**src/rtl/gbe_rx_status_pkg.sv**
```systemverilog
// gbe_rx_status_pkg: RX status FSM encoding, status word field layout and counter widths
package gbe_rx_status_pkg;
  typedef enum logic [1:0] {IDLE = 2'b00, IN_FRAME = 2'b01, DROP = 2'b10} state_t;
  localparam int GOOD_W = 16;
  localparam int BAD_W = 10;
  localparam int LINK_BIT = 31;
  localparam int OVR_BIT = 30;
  localparam int BAD_BIT = 29;
  localparam int OVS_BIT = 28;
  localparam int STATE_LSB = 26;
  localparam int BAD_LSB = 16;
  localparam int GOOD_LSB = 0;
endpackage

```
**src/rtl/gbe_rx_status_cnt.sv**
```systemverilog
// gbe_rx_status_cnt: event counter where a clear and an increment in one cycle give 1
module gbe_rx_status_cnt #(
  parameter int W = 16,
  parameter bit SAT = 1'b0
) (
  input  logic         clk,
  input  logic         rst,
  input  logic         clr,
  input  logic         inc,
  output logic [W-1:0] cnt
);
  logic [W-1:0] base;
  always_comb base = clr ? '0 : cnt;
  always_ff @(posedge clk)
    if (rst) cnt <= '0;
    else if (inc && !(SAT && &base)) cnt <= base + W'(1);
    else cnt <= base;
endmodule

```
**src/rtl/gbe_rx_status_gen.sv**
```systemverilog
// gbe_rx_status_gen: RX frame FSM producing good/bad counters, sticky flags and link in a status word.
// Define GBE_RX_STATUS_OVERSIZE_EN to drop frames reaching MAX_FRAME_BEATS beats.
module gbe_rx_status_gen
  import gbe_rx_status_pkg::*;
#(
  parameter int MAX_FRAME_BEATS = 1125
) (
  input  logic        user_clk,
  input  logic        user_rst,
  input  logic        rx_valid,
  input  logic        rx_eof,
  input  logic        rx_bad_frame,
  input  logic        rx_overrun,
  input  logic        rx_linkup,
  input  logic        clr,
  output logic [31:0] status_word,
  output logic        frame_done
);
  state_t state, state_next;
  logic clr_q, clr_edge, link_q, ovr_sticky, bad_sticky, oversize, oversize_sticky, done, bad;
  logic [GOOD_W-1:0] good_cnt;
  logic [BAD_W-1:0] bad_cnt;
  assign clr_edge = clr & ~clr_q;
  always_comb begin
    state_next = state;
    done = 1'b0;
    bad = 1'b0;
    case (state)
      IDLE: begin
        done = rx_valid & rx_eof;
        bad = rx_bad_frame;
        state_next = (rx_valid & ~rx_eof) ? IN_FRAME : IDLE;
      end
      IN_FRAME: begin
        done = rx_valid & rx_eof;
        bad = rx_bad_frame;
        state_next = done ? IDLE : (rx_overrun | oversize) ? DROP : IN_FRAME;
      end
      DROP: begin
        done = rx_valid & rx_eof;
        bad = 1'b1;
        state_next = done ? IDLE : DROP;
      end
      default: state_next = IDLE;
    endcase
  end
  always_ff @(posedge user_clk)
    if (user_rst) begin
      state <= IDLE;
      clr_q <= 1'b0;
      link_q <= 1'b0;
      ovr_sticky <= 1'b0;
      bad_sticky <= 1'b0;
      frame_done <= 1'b0;
    end else begin
      state <= state_next;
      clr_q <= clr;
      link_q <= rx_linkup;
      ovr_sticky <= (ovr_sticky & ~clr_edge) | rx_overrun;
      bad_sticky <= (bad_sticky & ~clr_edge) | (done & bad);
      frame_done <= done;
    end
  gbe_rx_status_cnt #(.W(GOOD_W), .SAT(1'b0)) u_good (
    .clk(user_clk), .rst(user_rst), .clr(clr_edge), .inc(done & ~bad), .cnt(good_cnt)
  );
  gbe_rx_status_cnt #(.W(BAD_W), .SAT(1'b1)) u_bad (
    .clk(user_clk), .rst(user_rst), .clr(clr_edge), .inc(done & bad), .cnt(bad_cnt)
  );
`ifdef GBE_RX_STATUS_OVERSIZE_EN
  localparam int BW = $clog2(MAX_FRAME_BEATS + 1);
  logic [BW-1:0] beat_cnt;
  // beat_cnt holds beats already accepted, so the incoming one is beat_cnt+1
  assign oversize = state == IN_FRAME && rx_valid && !rx_eof && beat_cnt == BW'(MAX_FRAME_BEATS - 1);
  always_ff @(posedge user_clk)
    if (user_rst) begin
      beat_cnt <= '0;
      oversize_sticky <= 1'b0;
    end else begin
      beat_cnt <= state_next != IN_FRAME ? '0 : state == IN_FRAME ? beat_cnt + BW'(rx_valid) : BW'(1);
      oversize_sticky <= (oversize_sticky & ~clr_edge) | oversize;
    end
`else
  logic unused_max;
  assign unused_max = ^MAX_FRAME_BEATS;
  assign oversize = 1'b0;
  assign oversize_sticky = 1'b0;
`endif
  always_comb begin
    status_word = '0;
    status_word[LINK_BIT] = link_q;
    status_word[OVR_BIT] = ovr_sticky;
    status_word[BAD_BIT] = bad_sticky;
    status_word[OVS_BIT] = oversize_sticky;
    status_word[STATE_LSB +: 2] = state;
    status_word[BAD_LSB +: BAD_W] = bad_cnt;
    status_word[GOOD_LSB +: GOOD_W] = good_cnt;
  end
endmodule

```
**config.mk**
```make
export PLATFORM = sky130hd
export DESIGN_NAME = gbe_rx_status_gen
export DESIGN_NICKNAME = d
export VERILOG_FILES = /design/src/rtl/gbe_rx_status_pkg.sv /design/src/rtl/gbe_rx_status_cnt.sv /design/src/rtl/gbe_rx_status_gen.sv
export SDC_FILE = /design/constraint.sdc
export NUM_CORES = 1
export LEC_CHECK = 0
export BUFFER_PORTS_ARGS = -buffer_cell sky130_fd_sc_hd__buf_2
export CAP_MARGIN = 20
export CORE_AREA = 8 8 78 80
export DETAILED_ROUTE_END_ITERATION = 10
export DIE_AREA = 0 0 86 88
export PLACE_DENSITY_LB_ADDON = 0.1
export SLEW_MARGIN = 15
export SYNTH_ARGS = -nofsm -noshare
export SYNTH_HDL_FRONTEND = slang
export SYNTH_SLANG_ARGS = --single-unit
```
**constraint.sdc**
```tcl
create_clock -name user_clk -period 4 [get_ports user_clk]
set_input_delay 0.2 -clock user_clk [delete_from_list [all_inputs] [get_ports user_clk]]
set_output_delay 0.2 -clock user_clk [all_outputs]
set_load 0.03 [all_outputs]
```
# == Word level (Yosys, flattened, before mapping) ==
# Cells that the tools add are included.
# classes
add_sub_neg,2
eq_ne,2
mux,11
n_bitwise,13
n_reduce_logical,6
# ops
operator,count
$mux 16,2
$mux 10,2
$add 16x1->16 const B,1
$add 10x1->10 const B,1
$reduce_and 10->1,1
$and 1x1->1,7
$mux 2,3
$pmux 2 s3,1
$not 1->1,4
$reduce_or 3->1,1
$eq 2x1->1 const B,1
$eq 2x2->1 const B,1
$logic_not 2->1,1
$mux 1,2
$or 1x1->1,2
$pmux 1 s2,1
$reduce_or 2->1,1
$logic_and 1x1->1,1
$logic_not 1->1,1
# totals
ff_bits,33
out_inout_bits,33

# == Depth between registers and ports, before layout ==
# depth
depth_word,7
ltp_mapped,9

# == Modules after synthesis ==
# From an unflattened synthesis, not the netlist that was laid out.
# unflattened
hier_cells,197
area_unflattened_um2,1729.2
# modules_own_cells
module,n_inst,cells_per_inst,area_each_um2
gbe_rx_status_cnt at u_good,1,97,859.6
gbe_rx_status_cnt at u_bad,1,68,566.8
gbe_rx_status_gen,1,32,302.8

# == Worst setup path after synthesis ==
# OpenSTA, ideal clock, no wires.
# synth_path
path_kind,register to register
start,reg clr_q
end,reg u_good.cnt[14]
arrival_time_ns,2.165
t_required_ns,3.930
path_slack_ns,1.764
path_stages_with_launch,10
period_less_slack_ns,2.236
path_cell_list,dfxtp_1 nand2b_1 clkbuf_1 and2_1 ha_1 nand2_1 or4_1 buf_2 or4_1 a21oi_1
# synth_via
elab_chain_cells,5
# synth_lines
item,line,rtl
from (decl),gbe_rx_status_gen.sv:20,"logic clr_q, clr_edge, link_q, ovr_sticky, bad_sticky, oversize, oversize_sticky, done, bad;"
from (signal assigned),gbe_rx_status_gen.sv:57,clr_q <= clr;
$not 1->1 *,gbe_rx_status_gen.sv:23,assign clr_edge = clr & ~clr_q;
$and 1x1->1 *,gbe_rx_status_gen.sv:23,
$mux 16 *,gbe_rx_status_cnt.sv:13,always_comb base = clr ? '0 : cnt;
$add 16x1->16,gbe_rx_status_cnt.sv:16,else if (inc && !(SAT && &base)) cnt <= base + W'(1);
$mux 16 *,gbe_rx_status_cnt.sv:16,
to (signal assigned),gbe_rx_status_cnt.sv:16,
to (signal assigned),gbe_rx_status_cnt.sv:17,else cnt <= base;
to (decl),gbe_rx_status_cnt.sv:10,output logic [W-1:0] cnt
# Mark *: on every way between the ends. The rest lies on a longest branch, timed or not.
# A chain may end at the register's enable or synchronous reset.

# == Final worst setup path ==
# layout_path
start,reg clr_q
end,reg u_bad.cnt[2]
# layout_via
elab_chain_cells,7
# layout_lines
item,line
$not 1->1 *,gbe_rx_status_gen.sv:23
$and 1x1->1 *,gbe_rx_status_gen.sv:23
$mux 10 *,gbe_rx_status_cnt.sv:13
branches (longest 3 deep; another with $add 10x1->10),--
$mux 10 *,gbe_rx_status_cnt.sv:16
to (signal assigned),gbe_rx_status_cnt.sv:16
to (signal assigned),gbe_rx_status_cnt.sv:17
to (decl),gbe_rx_status_cnt.sv:10
# Every way passes the cells marked *.

==> impl_metrics.yaml <==
yosys:
  ys.flop_type: "dfxtp_1"
  synth_fp_nets: 207
  syn_inst: 197
  async_reset_ff_share_pct: 0
  synth_cell_type_count: 42
  synth_edf_count: 0
  synthMuxAreaShare_pct: 2.00
  yosysWarnings: 0
  netlist_area_um2: 1630
  syn_avg_cell_area_um2: 8.27
  synth_fa_ha_area_share_pct: 1.54
  yosysSeqAreaShare_pct: 40.6
  synth_top_family_by_area: "simple AND/OR/NAND/NOR gates"
  synth_seq_cells: 33
  synth_compound_area_share_pct: 15.8
  synth_xor_area_share_pct: 2.69
  yosys.area_share.simple_pct: 32.9
critical_path:
  critical_path_class: "flip-flop to flip-flop"
  cp.required_ns: 4.21
  r2r_end: "u_bad.cnt[2]"
  crit_path_end: "u_bad.cnt[2]"
  cp-start-kind: "flip-flop"
  cp_max_fo: 19
  critical-path-slowest-cell: "or4_1"
  slowest_delay_ns: 0.65
  r2r_cells: 7
  path_cells: "nand2b_1, and2_1, ha_1, nand3_1, or4_1, a31o_2, a21oi_1"
  r2r_slack_ns: 1.27
  end_kind: "flip-flop"
  startpoint: "clr_q"
  cp.arrival_ns: 2.94
  reg2reg_from: "clr_q"
sta:
  slew_violations: 0
  slew_headroom_pct: 52.9
  finalClockSkew_ns: 0.00793
  fin_crit_sh_pct: 68.1
  finalHoldViolations: 0
  hold_ws_ns: 0.125
  setup_violations: 0
  fmax_mhz: 367
  worstMarginPinSlew_ns: 0.705
  setup_tns_ns: 0
  rsz0062_at_grt: "no"
  layout_min_cycle_time_ns: 2.73
  setup_slack_ns: 1.27
placed_design:
  dp_hpwl_mm: 2.92
  port-buffer-count: 39
  pre_cts_ws_ns: 1.29
  gp_congestion: 0.758
grt:
  antenna_found_initial: 0
  grt_usage_pct: 11.5
  grt_pass1_wl_mm: 6.95
  grt_remaining_overflow: 0
  grt_max_degree: 24
  grt_pass1_vias: 1433
floorplanning:
  die_w_um: 86
  die_h_um: 88
  core_um2: 4910
  io_pins: 41
  die_area_um2: 7570
  initial_core_util_pct: 33.2
  std_cell_rows: 26
clocking:
  cts_sinks: 33
  cts_hold_buffers: 0
  clock_latency_ns: 0.29
  cts-root-buf: "clkbuf_8"
  clk_pin_slew_ns: 0.07
  post-cts-setup-buffer-count: 0
  cts_tree: "yes"
  cts.repair.resized: 0
  cts.path.max_buffers: 2
  htree_num_levels: 2
  numCtsBuffers: 5
job:
  drv_cap: 0
cells_and_area:
  nNetsFinal: 241
  insertedDiodeCount: 0
  syn2layout_area_growth_pct: 20.0
  drive_gt1_share_pct: 22.8
routing:
  viasPerCell: 5.12
  via_count: 1545
  first_pass_iters: 4
  wl_mm: 4.09
  drc_errors: 0
  routedWlPerCell_um: 13.5
  initialDrtViolationCount: 155
  drt.antenna.violating_nets: 0
power:
  total_power_w: 0.000671
  powerDensity_nw_per_um2: 343
  power_leakage_nw: 0.735
  max-vdd-ir-drop_v: 0.000124
outcome:
  status: "completed"
hold_path:
  min_path_type: "primary input to flip-flop"
-- cell usage after synthesis, types with 5 or more instances --
| master | instances | area, um2 |
|---|---|---|
| nand4_1 | 5 | 31.3 |
| nand2_1 | 22 | 82.6 |
| nor4_1 | 6 | 37.5 |
| or4_1 | 5 | 37.5 |
| nor3_1 | 5 | 25.0 |
| a21oi_1 | 19 | 95.1 |
| and2_1 | 6 | 37.5 |
| o21ai_0 | 11 | 55.1 |
| nand3_1 | 10 | 50.1 |
| dfxtp_1 | 33 | 661 |
| nor2_1 | 15 | 56.3 |
| clkbuf_1 | 6 | 22.5 |
| or3_1 | 10 | 62.6 |
-- area by class of cell --
type,count,area [um2]
Multi-Input combinational cell,150,898
Tap cell,70,87.6
Inverter,1,3.75
Fill cell,532,2960
Clock buffer,7,96.3
Timing Repair Buffer,40,203
Sequential cell,33,661
Clock inverter,1,5.00
-- layout by cell type, fill, tap and decap left out, drive strengths merged, types with 5 or more instances in the layout --
master,count
a21oi,19
and2,6
buf,40
clkbuf,7
dfxtp,33
nand2,22
nand3,10
nand4,5
nor2,15
nor3,5
nor4,7
o21ai,11
or3,10
or4,5
-- registers in the layout, summed over array words and instances, names as in the netlist --
| name | count |
|---|---|
| bad_sticky | 1 |
| u_good.cnt | 16 |
| link_q | 1 |
| u_bad.cnt | 10 |
| state | 2 |
| ovr_sticky | 1 |
| frame_done | 1 |
| clr_q | 1 |
-- kinds of logic after synthesis --
kind of cell             Yosys count
adder cells (fa/ha/maj)            2
flip-flops                        33
AO/OA/AOI/OAI                     43
buffers and inverters             14
XOR/XNOR                           5
multiplexers                       3
other                              1
AND/OR/NAND/NOR                   96
-- through the flow --
step                      cell area (um2)  cells  util [%]
final                                1950    302      39.8
after global routing                 1950    302      39.8
after CTS                            1950    302      39.8
after detailed placement             1850    294      37.7
after global placement               1850    294      37.7
after floorplan                      1630    197         -
-- per-layer routing --
metal | up-vias | GRT usage (%) | part of all wire [%]
li1 | 782 | - | -
met1 | 715 | 14.9 | 51
met2 | 40 | 16.3 | 41
met3 | 8 | 3.38 | 6.1
met4 | 0 | 6.53 | 2.1
met5 | - | 0 | 0
-- power breakdown --
part	internal [W]	switching, W	leakage (nW)
Sequential	0.000333	0.00000356	0.267
Clock	0.000156	0.000129	0.0542
Combinational	0.0000149	0.0000346	0.413
Total	0.000504	0.000167	0.735
-- critical path: cells and delay by family (launching register included) --
family | cells | cell delay (ns)
fa+ha+maj | 1 | 0.19
compound gates | 2 | 0.41
simple gates | 4 | 1.72
flops | 1 | 0.32
-- how the worst min path moves through the flow --
stage	startpoint	slack [ns]	cells past startpoint	to
floorplan	rx_overrun	0.32	2	ovr_sticky
global placement	rx_linkup	0.41	2	link_q
detailed placement	rx_linkup	0.43	2	link_q
CTS	rx_linkup	0.12	2	link_q
global route	rx_linkup	0.13	2	link_q
finish	rx_linkup	0.13	2	link_q
Power figures use the tool's default switching activity.
